===== src/rtl/mac_accumulator.sv =====
// Dot-product accumulate stage: sums len unsigned 16-bit products into an ACC_W-bit result.
// Build option: define MAC_ACC_SAT_EN to saturate on carry-out instead of wrapping.
module mac_accumulator #(
    parameter int ACC_W = 24,  // legal range 17..32
    parameter int LEN_W = 8
) (
    input  logic             clk,
    input  logic             rst,
    input  logic             start,
    input  logic [LEN_W-1:0] len,
    input  logic             p_valid,
    output logic             p_ready,
    input  logic [15:0]      p_data,
    output logic             res_valid,
    input  logic             res_ready,
    output logic [ACC_W-1:0] res_data,
    output logic             res_ovf,
    output logic             busy
);

    typedef enum logic [1:0] {
        S_IDLE = 2'd0,
        S_ACC  = 2'd1,
        S_HOLD = 2'd2
    } state_t;

    state_t           r_state;
    logic [ACC_W-1:0] r_acc;
    logic [LEN_W-1:0] r_cnt;
    logic             r_ovf;
    logic             r_p_ready;
    logic             r_res_valid;
    logic             r_busy;

    logic             w_xfer;
    logic [ACC_W:0]   w_sum;
    logic             w_carry;
    logic [ACC_W-1:0] w_acc_next;
    logic             w_ovf_next;

    assign w_xfer     = p_valid && r_p_ready;
    assign w_sum      = {1'b0, r_acc} + {{(ACC_W + 1 - 16){1'b0}}, p_data};
    assign w_carry    = w_sum[ACC_W];
    assign w_ovf_next = r_ovf | w_carry;

`ifdef MAC_ACC_SAT_EN
    // Once saturated, any further carry (or a zero beat) keeps the all-ones value.
    assign w_acc_next = w_carry ? {ACC_W{1'b1}} : w_sum[ACC_W-1:0];
`else
    assign w_acc_next = w_sum[ACC_W-1:0];
`endif

    // NOTE: state registers use non-blocking assignments so every update in this
    // block sees the pre-edge values, regardless of statement order.
    always_ff @(posedge clk) begin
        if (rst) begin
            r_state     <= S_IDLE;
            r_acc       <= '0;
            r_cnt       <= '0;
            r_ovf       <= 1'b0;
            r_p_ready   <= 1'b0;
            r_res_valid <= 1'b0;
            r_busy      <= 1'b0;
        end else begin
            case (r_state)
                S_IDLE: begin
                    if (start) begin
                        r_acc  <= '0;
                        r_ovf  <= 1'b0;
                        r_busy <= 1'b1;
                        if (len != '0) begin
                            r_state   <= S_ACC;
                            r_cnt     <= len;
                            r_p_ready <= 1'b1;
                        end else begin
                            r_state     <= S_HOLD;
                            r_res_valid <= 1'b1;
                        end
                    end
                end

                S_ACC: begin
                    if (w_xfer) begin
                        r_acc <= w_acc_next;
                        r_ovf <= w_ovf_next;
                        r_cnt <= r_cnt - LEN_W'(1);
                        if (r_cnt == LEN_W'(1)) begin
                            r_state     <= S_HOLD;
                            r_p_ready   <= 1'b0;
                            r_res_valid <= 1'b1;
                        end
                    end
                end

                S_HOLD: begin
                    // start is deliberately not looked at here, even on the accept cycle.
                    if (res_ready) begin
                        r_state     <= S_IDLE;
                        r_res_valid <= 1'b0;
                        r_busy      <= 1'b0;
                    end
                end

                default: begin
                    r_state     <= S_IDLE;
                    r_p_ready   <= 1'b0;
                    r_res_valid <= 1'b0;
                    r_busy      <= 1'b0;
                end
            endcase
        end
    end

    // The accumulator doubles as the result register; it only moves in ACC or on a new start.
    assign res_data  = r_acc;
    assign res_ovf   = r_ovf;
    assign p_ready   = r_p_ready;
    assign res_valid = r_res_valid;
    assign busy      = r_busy;

endmodule


===== config.mk =====
export PLATFORM = sky130hd
export DESIGN_NAME = mac_accumulator
export DESIGN_NICKNAME = d
export VERILOG_FILES = /design/src/rtl/mac_accumulator.sv
export SDC_FILE = /design/constraint.sdc
export NUM_CORES = 1
export LEC_CHECK = 0
export ABC_AREA = 0
export BUFFER_PORTS_ARGS = -buffer_cell sky130_fd_sc_hd__buf_2
export CELL_PAD_IN_SITES_DETAIL_PLACEMENT = 2
export CELL_PAD_IN_SITES_GLOBAL_PLACEMENT = 2
export CORE_MARGIN = 10
export CORE_UTILIZATION = 33
export CTS_CLUSTER_SIZE = 25
export DETAILED_ROUTE_END_ITERATION = 6
export PLACE_DENSITY_LB_ADDON = 0.15
export SYNTH_ARGS = -nofsm -noshare
export SYNTH_HDL_FRONTEND = slang
export SYNTH_SLANG_ARGS = --single-unit
export TNS_END_PERCENT = 5

===== constraint.sdc =====
create_clock -name clk -period 6.6 [get_ports clk]
set_input_delay 0 -clock clk [delete_from_list [all_inputs] [get_ports clk]]
set_output_delay 0 -clock clk [all_outputs]
set_load 0.005 [all_outputs]

Word level (Yosys, flattened, before mapping)
Index checks and enable logic that the tools add are counted.
Operators by class
  add/subtract/negate cells: 2
  eq/ne operators: 9
  mux-type cells: 29
  bitwise operators: 3
  reductions and logical operators: 10
Operator list (number)
  $mux W24: 2
  $pmux W24 S2: 1
  $add A24 B16 Y25: 1
  $mux W8: 3
  $pmux W8 S2: 1
  $mux W1: 12
  $ne A2 B2 Y1 const B: 6
  $mux W2: 5
  $reduce_and A5 Y1: 2
  $pmux W1 S3: 3
  $eq A8 B1 Y1 const B: 1
  $reduce_and A4 Y1: 2
  $reduce_bool A8 Y1: 1
  $sub A8 B1 Y8 const B: 1
  $pmux W2 S3: 1
  $reduce_and A3 Y1: 2
  $eq A2 B1 Y1 const B: 1
  $eq A2 B2 Y1 const B: 1
  $logic_not A2 Y1: 1
  $not A1 Y1: 2
  $pmux W1 S2: 1
  $reduce_bool A2 Y1: 1
  $logic_and A1 B1 Y1: 1
  $or A1 B1 Y1: 1
Storage, ports and cells
  flip-flop bits (word level): 38
  input port bits: 29
  output and inout port bits: 28
  word-level logic and storage cells: 60

Longest topological paths before layout
Gate-level depths: netlist of the first run.
  depth in word-level cells: 4
  mapped depth: 8
  depth with buffers taken out: 8

Worst setup path before layout of the first run
Ideal clock, no wire load.
  path kind: reg-to-reg
  start: register r_acc[0], in the netlist res_data[0]
  end: register r_acc[10], in the netlist res_data[10]
  library setup time: 0.117 ns
  arrival time: 2.196 ns
  required time: 6.483 ns
  path slack: 4.288 ns
  cell stages (with the launch flop): 9
  period minus slack after synthesis: 2.312 ns
  cells stage by stage: dfxtp_1 ha_1 fa_1 a21oi_1 o21ai_1 a2111oi_0 o31ai_1 xor2_1 a22o_1
On the way
  cells in the longest elaborated chain, start to end: 3
RTL lines
  from (decl): line 28  | logic [ACC_W-1:0] r_acc;
  from (signal assigned): line 84  | r_acc <= w_acc_next;
  $add A24 B16 Y25: line 42  | assign w_sum = {1'b0, r_acc} + {{(ACC_W + 1 - 16){1'b0}}, p_data};
  $mux W24: line 83  | if (w_xfer) begin
  $pmux W24 S2: line 65  | case (r_state)
No other way between the ends. The select of a mux whose other input is x is not followed.
A chain may end at the register's enable or synchronous reset.

Final worst setup path of the first run
  start: register r_state[0]
  end: register r_acc[13], in the netlist res_data[13]
On the way
  cells in the longest elaborated chain, start to end: 3
RTL lines
  from (decl): line 27  | state_t r_state;
  from (signal assigned): line 57  | r_state <= S_IDLE;
  from (signal assigned): line 72  | r_state <= S_ACC;
  from (signal assigned): line 76  | r_state <= S_HOLD;
  $eq A2 B1 Y1 or $logic_not A2 Y1 (tied branches): line 65
  $ne A2 B2 Y1 (no line) or $reduce_bool A2 Y1 (tied branches)
  $reduce_and A3 Y1 (no line)
Parallel ways exist; a longest one is shown, timed or not.

==> results of run 1 <==
per-stage QoR:
stage               total power [W]  setup WS, ps
floorplan                 0.0003643          4288
global placement          0.0004073          3854
detailed placement        0.0004115          3768
CTS                       0.0006191          3771
global route              0.0006494          3547
finish                    0.0006088          3840
sequential cells by signal (all words and copies together) (netlist names):
register	flops
busy	1
res_data	24
p_ready	1
r_state	2
res_valid	1
r_cnt	8
res_ovf	1
path summary, 6_finish.rpt:
check / startpoint / endpoint / slack (ps) / depth (start not counted)
worst max-delay path: r_state[0]$_SDFFE_PP0P_ / res_data[13]$_SDFFE_PP0P_ / 3840 / 6
worst min-delay path: res_ready / r_state[1]$_SDFFE_PP0P_ / 20 / 4
worst max register to register: r_state[0]$_SDFFE_PP0P_ / res_data[13]$_SDFFE_PP0P_ / 3840 / 6
worst min register to register: res_ovf$_SDFFE_PP0P_ / res_ovf$_SDFFE_PP0P_ / 460 / 2
synth_stat cells (all sizes together), types with 2 or more instances:
cell / n
nand2b: 6
ha: 18
nor2b: 4
a211oi: 4
o21a: 2
nor3: 7
or3: 12
a211o: 2
xnor2: 3
a31oi: 4
xor2: 7
o21ai: 25
nand2: 32
inv: 7
or2: 2
a21oi: 35
nor2: 29
a22o: 6
and3: 2
or4: 2
a2111oi: 2
o31a: 2
dfxtp: 38
a22oi: 4
nand3: 16
o31ai: 6
buf: 6
nor3b: 2
nand3b: 2
mux2i: 3
nor4: 2
a21o: 3
nand4: 3
o211ai: 6
a32o: 3
clkbuf: 5
cell families (layout without fill, tap and decap cells):
group,Yosys count,count (layout)
mux,4,4
compound gates,112,112
fa+ha+maj,19,19
xor+xnor,10,10
buf+inv,18,72
flops,38,38
simple gates,122,122
layout make-up:
cell class                      instances  area share [%]
Tap cell                               99           4.116
Inverter                                7          0.8732
Sequential cell                        38           25.28
Multi-Input combinational cell        267           56.55
Clock buffer                            7           2.536
Timing Repair Buffer                   57           9.647
Clock inverter                          1          0.9979
report_power, final:
part	total, W	internal (W)	switching, W
registers	0.000260	0.000243	0.0000168
clock network	0.000202	0.000113	0.0000891
logic	0.000147	0.0000561	0.0000907
metal layers:
metal / up-vias / routed length [um] / GRT usage [%]
li1: 1311 / - / -
met1: 1332 / 3857 / 17.30
met2: 39 / 4344 / 27.49
met3: 7 / 338 / 3.653
met4: 0 / 91 / 4.294
met5: - / 0 / 0
worst max-delay path, delay by kind of cell, from the launching register on:
family	cells	cell delay, ps
multiplexers	1	300
flip-flops	1	560
AND/OR/NAND/NOR	5	1840
layout by cell type, fill, tap and decap left out, types with 3 or more instances in the layout:
cell,count
a22o_1,6
a31oi_1,4
or3_1,12
a22oi_1,4
a21oi_1,33
dfxtp_1,38
nand4_1,3
o31ai_1,5
inv_1,7
nor2_1,29
nor2b_1,4
xor2_1,7
a211oi_1,3
nor3_1,7
o211ai_1,6
xnor2_1,3
a32o_1,3
nand3_1,16
mux2i_1,3
a21o_1,3
o21ai_0,14
o21ai_1,11
clkbuf_8,5
ha_1,18
nand2b_1,6
buf_2,56
nand2_1,32
==> impl_metrics.tcl, run 1 <==
set metrics [dict create \
    ys_seq_area_share_pct 29.95 \
    synth_compound_area_share_pct 29.06 \
    yosys.area_share.simple_pct 23.20 \
    syn_area_um2 2540 \
    cts_resized 0 \
    setup_tns_ps 0 \
    yosysUniqueCellTypes 53 \
    worstPathCellList "nor2b_1 > and3_1 > nor2b_1 > nand3b_1 > mux2_2 > nand3_1" \
    finalCritPeriodShare_pct 41.82 \
    synth_top_area_share_pct 29.95 \
    fp.dieW_um 107.7 \
    max_stage_delay_ps 700 \
    dr.pass1.iters 4 \
    clockBufferDepth 2 \
    syn-num-nets 371 \
    worst_ir_drop_vdd_uv 74.44 \
    core_area_um2 7370 \
    cts_tree "built" \
    io_buffer_count 56 \
    grt_pass1_vias 2959 \
    yosysWarnings 0 \
    p_leak_nw 1.296 \
    fmax_mhz 362.3 \
    ys_seq_elements 38 \
    dpl.hpwl_um 6746 \
    synthToLayoutAreaGrowth_pct 18.47 \
    powerDensity_nw_per_um2 202.3 \
    via_count 2689 \
    drc 0 \
    synth_ff_type "dfxtp_1" \
    worstMarginPinSlew_ps 832.1 \
    maxCapViolCount 0 \
    antenna_left 0 \
    dpl_cell_area_um2 2893 \
    start_util_pct 34.47 \
    crit_path_end_kind "flop" \
    status "finished, final reports clean" \
    hold_path_class "in -> reg" \
    post-cts-setup-buffer-count 0 \
    holdWs_ps 23.08 \
    cts_hold_buf 1 \
    synth_top_family_by_area "compound AO/OA/AOI/OAI gates" \
    overflow 0 \
    drv_slew 0 \
    worst_path_max_delay_cell "nor2b_1" \
    die_h_um 107.7 \
    synth_edf_count 0 \
    fin_nets 424 \
    regArea_um2 760.7 \
    n_antenna_cell 0 \
    cts-root-buf "clkbuf_8" \
    insertion_delay_ps 300 \
    final.fill_count 890 \
    slew-limit-headroom_pct 44.41 \
    final_cells 476 \
    synth.area.top_cells "dfxtp_1 (30%), ha_1 (8.9%), a21oi_1 (6.5%)" \
    hold_viol 0 \
    synthAdderAreaFrac_pct 9.655 \
    htree_num_levels 2 \
    clk_pin_slew_ps 80 \
    finalSetupViolCount 0 \
    cp_data_required_time_ps 6840 \
    critPathArrivalTime_ps 3000 \
    drt_iter0_drc 66 \
    finClkSkew_ps 10.68 \
    rows 31 \
    placed_cells 467 \
    start_kind "flop" \
    async_flop_share_pct 0 \
    crit_path_frequent_cell "nor2b_1" \
    synth_mux_area_share_pct 1.626 \
    dieArea_um2 11610 \
    worstPathMaxFanout 12 \
    cts_made_buffers 5 \
    synth_xor_area_share_pct 3.448 \
    final_core_util_pct 40.83 \
    antenna_found_initial 0 \
    grt_pass1_wl_um 14550 \
    grt_use_total_pct 15.23 \
    gp_congestion 0.8035 \
    multi_input_area_um2 1702 \
    syn_inst 323 \
    via_per_inst 5.649 \
    rsz0062_at_grt "no" \
    min_period_ps 2760 \
    avgSynthCellArea_um2 7.864 \
    io_pins 57 \
    cts_sinks 38 \
    finalInstanceArea_um2 3009 \
    grt_max_degree 28 \
    path_class "reg -> reg" \
    wire_per_inst_um 18.14 \
    wirelength_um 8633 \
    synth_top_cell_by_area "dfxtp_1" \
    drive_gt1_share_pct 18.57 \
]
(Power assumes the default switching activity.)
==> inputs of run 2 (changes only) <==
--- a/config.mk
+++ b/config.mk
@@ -10,7 +10,7 @@
 export CELL_PAD_IN_SITES_DETAIL_PLACEMENT = 2
 export CELL_PAD_IN_SITES_GLOBAL_PLACEMENT = 2
 export CORE_MARGIN = 10
-export CORE_UTILIZATION = 33
+export CORE_UTILIZATION = 31
 export CTS_CLUSTER_SIZE = 25
 export DETAILED_ROUTE_END_ITERATION = 6
 export PLACE_DENSITY_LB_ADDON = 0.15
==> constraint.sdc (replaced) <==
create_clock -name clk -period 2.55 [get_ports clk]
set_input_delay 0 -clock clk [delete_from_list [all_inputs] [get_ports clk]]
set_output_delay 0 -clock clk [all_outputs]
set_load 0.005 [all_outputs]
==> impl_metrics.tcl, run 2 (synthesized netlist as in run 1, its figures left out) <==
set metrics [dict create \
    fin_nets 426 \
    dpl_cell_area_um2 2919 \
    slew-limit-headroom_pct 51.39 \
    worstPathMaxFanout 3 \
    crit_path_end_kind "flop" \
    worst_ir_drop_vdd_uv 217.2 \
    critPathArrivalTime_ps 2520 \
    die_h_um 110.5 \
    largest_reg_flops 24 \
    final_cells 479 \
    grt_pass1_vias 2840 \
    maxCapViolCount 0 \
    finalInstanceArea_um2 3012 \
    drive_gt1_share_pct 19.89 \
    p_int_w 0.0009886 \
    wl_met3_um 211 \
    rsz0062_at_grt "no" \
    holdWs_ps 13.10 \
    overflow 0 \
    powerDensity_nw_per_um2 491.4 \
    wl_met2_um 4312 \
    highest-signal-layer "met4" \
    netSwitchingFraction_pct 33.20 \
    power_frac_seq_pct 45.3 \
    fp.dieW_um 110.5 \
    n_antenna_cell 0 \
    p_sw_w 0.0004914 \
    via_count 2662 \
    p_comb_share_pct 26.0 \
    cts_made_buffers 5 \
    met1_length_um 3953 \
    clk_pin_slew_ps 80 \
    layout_commonest_cell "buf_2" \
    htree_num_levels 2 \
    via_per_inst 5.557 \
    p_clk_share_pct 28.7 \
    p_total_w 0.001480 \
    min_period_ps 2337 \
    io_buffer_count 56 \
    clockBufferDepth 2 \
    cts_tree "built" \
    antenna_left 0 \
    worstMarginPinSlew_ps 726.4 \
    drv_slew 0 \
    mostFrequentLayoutCells "buf_2 (56), dfxtp_1 (38), a21oi_1 (32), nand2_1 (32), nor2_1 (29)" \
    finalSetupViolCount 0 \
    start_kind "flop" \
    fmax_mhz 427.8 \
    rows 32 \
    path_class "reg -> reg" \
    antenna_found_initial 0 \
    insertion_delay_ps 290 \
    ff2ff_setup_slack_ps 210 \
    core_area_um2 7848 \
    dr.pass1.iters 4 \
    finClkSkew_ps 5.096 \
    io_pins 57 \
    cts-root-buf "clkbuf_8" \
    p_leak_nw 1.301 \
    hold_viol 0 \
    dpl.hpwl_um 6690 \
    status "finished, final reports clean" \
    grt_max_degree 28 \
    cp_data_required_time_ps 2740 \
    hold_path_class "in -> reg" \
    pre_cts_ws_ps -22.94 \
    placed_cells 473 \
    wirelength_um 8529 \
    gp_congestion 0.7624 \
    drc 0 \
    finalCritPeriodShare_pct 91.66 \
    dieArea_um2 12210 \
    grt_use_total_pct 13.55 \
    start_util_pct 32.37 \
    wire_per_inst_um 17.81 \
    worst_slack_ps 212.6 \
    grt_pass1_wl_um 14380 \
    cts_sinks 38 \
    synthToLayoutAreaGrowth_pct 18.57 \
    drt_iter0_drc 65 \
]
[run 2: path summary, 6_finish.rpt]
path                       startpoint                        end  cells past startpoint
min reg2reg      res_ovf$_SDFFE_PP0P_       res_ovf$_SDFFE_PP0P_                      2
max reg2reg  res_data[0]$_SDFFE_PP0P_  res_data[10]$_SDFFE_PP0P_                      8
min                            len[0]      r_cnt[0]$_SDFFE_PP0P_                      3
max          res_data[0]$_SDFFE_PP0P_  res_data[10]$_SDFFE_PP0P_                      8
[run 2: power by group through the flow]
stage | Clock (W) | Sequential, W | Combinational, W
2_1_floorplan | 0 | 0.000666 | 0.000277
3_3_place_gp | 0 | 0.000684 | 0.000381
3_5_place_dp | 0 | 0.000685 | 0.000388
4_1_cts | 0.000448 | 0.000671 | 0.000391
5_1_grt | 0.000466 | 0.000679 | 0.000439
6_report | 0.000425 | 0.000671 | 0.000385
[run 2: timing repair]
action                                  4_1_cts  5_1_grt
resized for setup                             1        2
hold buffers                                  0        0
setup buffers                                 0        0
pin swaps                                     0        0
endpoints found under the setup margin        2        3
[run 2: critical path, cell delays in order, from the launching register on]
cell and delay [ps]:
dfxtp_1 330, ha_1 210, fa_1 420, a21oi_2 210, o21ai_1 120, a2111oi_2 440
o31ai_1 140, xor2_1 150, a22o_1 200
[run 2: final cells by class]
cell class	instances	area [um^2]
fillers	962	4836
multi-input cells	267	1712
flip-flops and latches	38	760.7
repair buffers	59	302.8
well taps	102	127.6
clock buffers	6	82.58
inverters	7	26.28
[run 2: layer usage]
layer	GRT usage, %	vias to the layer above
met5	0	-
met4	2.591	0
met3	2.809	5
met2	24.49	33
li1	-	1315
met1	16.02	1309
[run 2: stage by stage]
step | util, % | TNS (ps)
after floorplan | - | 0
after global placement | 37.20 | 0
after detailed placement | 37.20 | -22.94
after CTS | 38.27 | 0
after global routing | 38.38 | 0
final | 38.38 | 0
